==> config.mk <==
export PLATFORM = sky130hd
export DESIGN_NAME = trial_sequencer
export DESIGN_NICKNAME = d
export VERILOG_FILES = /design/src/rtl/trial_sequencer.sv
export SDC_FILE = /design/constraint.sdc
export NUM_CORES = 1
export LEC_CHECK = 0
export CAP_MARGIN = 15
export CORE_UTILIZATION = 40
export CTS_BUF_LIST = sky130_fd_sc_hd__clkbuf_8
export DETAILED_ROUTE_END_ITERATION = 10
export GPL_TIMING_DRIVEN = 0
export PLACE_DENSITY_LB_ADDON = 0.3
export SETUP_SLACK_MARGIN = 0.2
export SYNTH_ARGS = -nofsm -noshare
export SYNTH_HDL_FRONTEND = slang
export SYNTH_SLANG_ARGS = --single-unit
==> constraint.sdc <==
create_clock -name clk -period 2 [get_ports clk]
set_input_delay 0.3 -clock clk [delete_from_list [all_inputs] [get_ports clk]]
set_output_delay 0.3 -clock clk [all_outputs]
set_load 0.05 [all_outputs]
==> src/rtl/trial_sequencer.sv <==
// Run/trial scheduler: N_RUN runs x N_TRIAL trials (exploration + replay), reward log readback.
// Latency: control outputs are Moore on state; rd_data registered, 1 cycle. Optional TRIAL_TIMEOUT_EN watchdog.
// Backpressure: none; each phase holds in ACTIVE until net_finish (or watchdog), abort forces IDLE.
module trial_sequencer #(
    parameter int N_RUN   = 10,
    parameter int N_TRIAL = 200,
    parameter int TIMEOUT = 4096
) (
    input  logic       clk,
    input  logic       reset_n,
    input  logic       start,
    input  logic       abort,
    input  logic       net_finish,
    input  logic       net_rewarded,
    output logic       net_reset,
    output logic       net_active,
    output logic [9:0] phase_idx,
    output logic [9:0] run_idx,
    output logic       run_done,
    output logic       exp_done,
    output logic [8:0] hit_count,
    input  logic [8:0] rd_addr,
    output logic       rd_data,
    output logic       timeout_flag
);

    if (N_RUN < 1 || N_RUN > 1023 || N_TRIAL < 1 || N_TRIAL > 511 || TIMEOUT < 1) begin : g_param_chk
        $error("trial_sequencer: parameter out of range");
    end

    typedef enum logic [2:0] {IDLE, RUN_RST, ACTIVE, GAP, RUN_END, DONE} state_t;

    localparam logic [9:0] PH_END   = 10'(2 * N_TRIAL);
    localparam logic [9:0] RUN_LAST = 10'(N_RUN - 1);
    localparam logic [8:0] TRIAL_LIM = 9'(N_TRIAL);

    state_t     state_q, state_d;
    logic [9:0] phase_idx_q, phase_idx_d;
    logic [9:0] run_idx_q, run_idx_d;
    logic [8:0] hit_count_q, hit_count_d;
    logic       rd_data_q;
    logic       tmo_hit;
    logic       phase_end;
    logic       log_we;
    logic       log_bit;
    logic       launch;

    // Full 9-bit address space; entries >= N_TRIAL are never written or read out.
    logic       rew_mem [0:511];

    assign phase_end = (state_q == ACTIVE) && (net_finish || tmo_hit);
    assign log_bit   = net_finish & net_rewarded;
    assign launch    = ((state_q == IDLE) || (state_q == DONE)) && start && !abort;

`ifdef TRIAL_TIMEOUT_EN
    localparam int TW = $clog2(TIMEOUT + 1);
    logic [TW-1:0] tmo_cnt_q;
    logic          tmo_flag_q;

    assign tmo_hit      = (state_q == ACTIVE) && !net_finish && (tmo_cnt_q == TW'(TIMEOUT - 1));
    assign timeout_flag = tmo_flag_q;

    always_ff @(posedge clk or negedge reset_n) begin
        if (!reset_n) begin
            tmo_cnt_q  <= '0;
            tmo_flag_q <= 1'b0;
        end else begin
            tmo_cnt_q <= (state_q == ACTIVE) ? tmo_cnt_q + 1'b1 : '0;
            if (launch)
                tmo_flag_q <= 1'b0;
            else if (tmo_hit && !abort)
                tmo_flag_q <= 1'b1;
        end
    end
`else
    assign tmo_hit      = 1'b0;
    assign timeout_flag = 1'b0;
`endif

    always_ff @(posedge clk or negedge reset_n) begin
        if (!reset_n) begin
            state_q     <= IDLE;
            phase_idx_q <= '0;
            run_idx_q   <= '0;
            hit_count_q <= '0;
        end else begin
            state_q     <= state_d;
            phase_idx_q <= phase_idx_d;
            run_idx_q   <= run_idx_d;
            hit_count_q <= hit_count_d;
        end
    end

    always_comb begin
        state_d = state_q;
        unique case (state_q)
            IDLE, DONE: if (start) state_d = RUN_RST;
            RUN_RST:    state_d = ACTIVE;
            ACTIVE:     if (phase_end) state_d = GAP;
            GAP:        state_d = (phase_idx_q + 10'd1 == PH_END) ? RUN_END : ACTIVE;
            RUN_END:    state_d = (run_idx_q == RUN_LAST) ? DONE : RUN_RST;
            default:    state_d = IDLE;
        endcase
        if (abort)
            state_d = IDLE;
    end

    // Counters are cleared on entry to RUN_RST and simply hold on abort.
    always_comb begin
        phase_idx_d = phase_idx_q;
        run_idx_d   = run_idx_q;
        hit_count_d = hit_count_q;
        log_we      = 1'b0;
        if (!abort) begin
            unique case (state_q)
                IDLE, DONE: if (start) begin
                    run_idx_d   = '0;
                    phase_idx_d = '0;
                    hit_count_d = '0;
                end
                ACTIVE: if (phase_end && phase_idx_q[0]) begin
                    log_we      = 1'b1;
                    hit_count_d = hit_count_q + {8'd0, log_bit};
                end
                GAP: phase_idx_d = phase_idx_q + 10'd1;
                RUN_END: if (run_idx_q != RUN_LAST) begin
                    run_idx_d   = run_idx_q + 10'd1;
                    phase_idx_d = '0;
                    hit_count_d = '0;
                end
                default: ;
            endcase
        end
    end

    always_comb begin
        net_reset  = (state_q == RUN_RST);
        net_active = (state_q == ACTIVE);
        run_done   = (state_q == RUN_END);
        exp_done   = (state_q == DONE);
    end

    assign phase_idx = phase_idx_q;
    assign run_idx   = run_idx_q;
    assign hit_count = hit_count_q;
    assign rd_data   = rd_data_q;

    always_ff @(posedge clk) begin
        if (log_we)
            rew_mem[phase_idx_q[9:1]] <= log_bit;
    end

    always_ff @(posedge clk or negedge reset_n) begin
        if (!reset_n)
            rd_data_q <= 1'b0;
        else
            rd_data_q <= (rd_addr < TRIAL_LIM) ? rew_mem[rd_addr] : 1'b0;
    end

endmodule

==> metrics.cfg <==
[run_status]
violations = negative setup slack
status = complete, but fails checks

[setup_path]
reg2regPathDepth = 11
timing.rr.start = state_q[0]
rrSetupSlack_ns = -0.24
cp.required_ns = 2.27
crit_fanout = 6
cp-start-kind = flop
r2r-end = rew_mem[102]
cp-end-kind = flop
startpoint = state_q[0]
cp_data_arrival_time_ns = 2.51
endpoint = rew_mem[102]
crit_type = reg2reg

[logic_synthesis]
yosysUniqueCellTypes = 65
netlist_instances = 862
synth_edf_count = 200
synth_seq_cells = 233
syn_nets = 882
syn_avg_cell_area_um2 = 12.85
ys_async_sr_fraction = 0.1416
syn-cell-area_mm2 = 0.01108
synth_flop_cell = edfxtp_1
ys_seq_area_frac = 0.6167
yosys_warnings = 0

[sta]
setup_violations = 210
post-route-worst-setup-slack_ns = -0.2421
rsz0062_at_grt = true
fin_crit_sh = 1.121
maxSlewHeadroom = 0.4597
period_minus_slack_ns = 2.242
hold_viol_final = 0
max_freq_mhz = 446.0
worstMarginPinSlew_ns = 0.8105
final_max_slew_viol_count = 0
finalSetupTns_ns = -25.63
fin_skew_ns = 0.03118

[clock_network]
cts.clk_slew.worst_paths_ns = 0.06
ctsLongestPathBuffers = 3
ctsHtreeMaxLevel = 2
clock-sinks = 233
clk_latency_ns = 0.56
cts_tree = done
cts_buffers = 40
root_buffer = clkbuf_8

[drt]
first_pass_iters = 6
vias = 8113
drt_wl_total_um = 33140
avgViaCountPerCell = 5.642
ant_nets = 0
drt-wirelength-per-cell_um = 23.05
first_iter_violations = 757
drc = 0

[placed_design]
dp_hpwl_um = 18430
preCtsSetupSlack_ns = -1.445
port_buffers = 46
gp_congestion = 0.8610

[floorplanning]
dieArea_mm2 = 0.02836
coreArea_mm2 = 0.02703
pin_count = 50
start_util = 0.4099
fp-row-count = 60
die_h_um = 168.4
dieWidth_um = 168.4

[power_and_ir_drop]
p_int_w = 0.007774
sw_frac_of_total = 0.2422
combPwrFrac = 0.082
ir_worst_vdd_uv = 697.0
seqPwrFrac = 0.517
p_switching_w = 0.002485
power_density_mw_per_mm2 = 622.4
finalPower_w = 0.01026
power_leakage_nw = 5.153
p_clk_frac = 0.402

[final_layout]
n_antenna_cell = 0
multiInputGateArea_mm2 = 0.005809
fin_nets = 1086
ff_latch_area_mm2 = 0.006843
drive_gt1_frac = 0.5360
syn2layout_area_growth_pct = 48.81
fillers = 1921

[global_route]
grt_pass1_vias = 7820
grt_pass1_wl_um = 46640
grt.met1_usage = 0.2875
top_usage_layer = met2
antenna_found_initial = 1
grt_use_total = 0.2223
grt_max_degree = 84
grt_overflow = 0
use_met3 = 0.04607
grt_util_met2 = 0.3724

[flow_run]
maxCapViolCount = 0

[hold_path]
min_path_type = in2async

==> flip-flops by register name, indices dropped and copies added, names as in the netlist <==
name and flops:
phase_idx 10, run_idx 10, rd_data 1, state_q 3, rew_mem 200, hit_count 9
==> critical path, cell delays in order (launching register included) <==
cell      delay (ns)
dfrtp_2         0.44
inv_4           0.08
nand3b_4        0.11
inv_8           0.07
and3_4          0.21
nand2_8         0.08
nor4b_4         0.28
buf_6           0.20
buf_6           0.13
nand2_8         0.08
buf_12          0.19
nor2_4          0.08
==> metal layers <==
metal	routed length, um	part of all wire
met1	13500	0.41
met2	16750	0.51
met3	2153	0.065
met4	734	0.022
met5	0	0
==> final cells by class <==
cell class                      count  share of cell area
Timing Repair Buffer              160              0.1119
Sequential cell                   233              0.4151
Inverter                            6            0.001974
Clock buffer                       43             0.03590
Buffer                             78             0.04744
Tap cell                          341             0.02588
Multi-Input combinational cell    547              0.3524
Clock inverter                     30            0.009337
==> metrics by stage <==
| stage | area [um^2] | util | std cells | hold slack [ns] |
|---|---|---|---|---|
| 3_3_place_gp | 12280 | 0.4543 | 1249 | 0.5136 |
| 6_report | 16480 | 0.6099 | 1438 | 0.3723 |
| 2_1_floorplan | 11390 | - | 862 | 0.004409 |
| 4_1_cts | 14810 | 0.5481 | 1381 | 0.3841 |
| 5_1_grt | 16480 | 0.6099 | 1438 | 0.4033 |
| 3_5_place_dp | 12330 | 0.4562 | 1251 | 0.4203 |
==> repair_timing <==
action | CTS | global route
gates cloned | 13 | 1
hold buffers | 1 | 0
hold endpoints to repair | 33 | 0
pin swaps | 24 | 39
buffers inserted | 43 | 56
endpoints found under the setup margin | 262 | 250
gates resized for setup | 435 | 343
==> kinds of logic after synthesis <==
group                      Yosys count  share of synthesized area
muxes                               72                     0.1257
adders and majority gates            5                   0.005648
xor gates and xnor gates            10                   0.007907
other                                1                  0.0003385
buffers and inverters               84                    0.04507
DFF                                233                     0.6167
AOI/OAI and AO/OA                   73                    0.04157
and+or+nand+nor                    384                     0.1570
==> cells in the final DEF, fill, tap and decap left out, types with 8 or more instances in the layout <==
cell / count
nor2_2: 16
buf_12: 35
and3_1: 8
clkdlybuf4s15_2: 12
clkbuf_2: 19
buf_8: 11
mux4_2: 19
o21ai_2: 12
buf_4: 36
nand3_1: 19
nand4_1: 11
clkinv_1: 10
clkbuf_8: 46
buf_2: 13
nand2_8: 14
nor2_4: 188
edfxtp_1: 200
nand2_1: 37
clkinv_2: 8
nor2_1: 22
dfrtp_1: 26
inv_1: 14
mux4_1: 24
clkbuf_4: 12
clkbuf_1: 12
clkdlybuf4s50_1: 9
o21ai_1: 16
mux2i_1: 19
buf_6: 60
==> power by group through the flow <==
stage	Combinational [W]	Clock (W)	Sequential, W
floorplan	0.000372	0	0.00543
global placement	0.000600	0	0.00541
detailed placement	0.000616	0	0.00541
CTS	0.000724	0.00415	0.00530
global route	0.000875	0.00439	0.00530
finish	0.000836	0.00412	0.00530
==> cell usage after synthesis, types with 11 or more instances <==
cell type | n | area share
buf_2 | 12 | 0.0054
clkbuf_1 | 49 | 0.017
dfrtp_1 | 33 | 0.075
edfxtp_1 | 200 | 0.54
mux2i_1 | 24 | 0.022
mux4_1 | 34 | 0.081
nand2_1 | 57 | 0.019
nand3_1 | 24 | 0.011
nand4_1 | 11 | 0.0062
nor2_1 | 226 | 0.077
nor2b_1 | 12 | 0.0068
o21ai_0 | 32 | 0.014
==> worst min path at each step <==
stage	endpoint	start	slack (ns)
4_1_cts	phase_idx[5]	reset_n	0.38
6_report	phase_idx[5]	reset_n	0.37
3_3_place_gp	run_idx[1]	run_idx[1]	0.51
3_5_place_dp	rd_data	reset_n	0.42
2_1_floorplan	hit_count[0]	reset_n	0.004
5_1_grt	state_q[0]	abort	0.40
(Power assumes the default switching activity.)
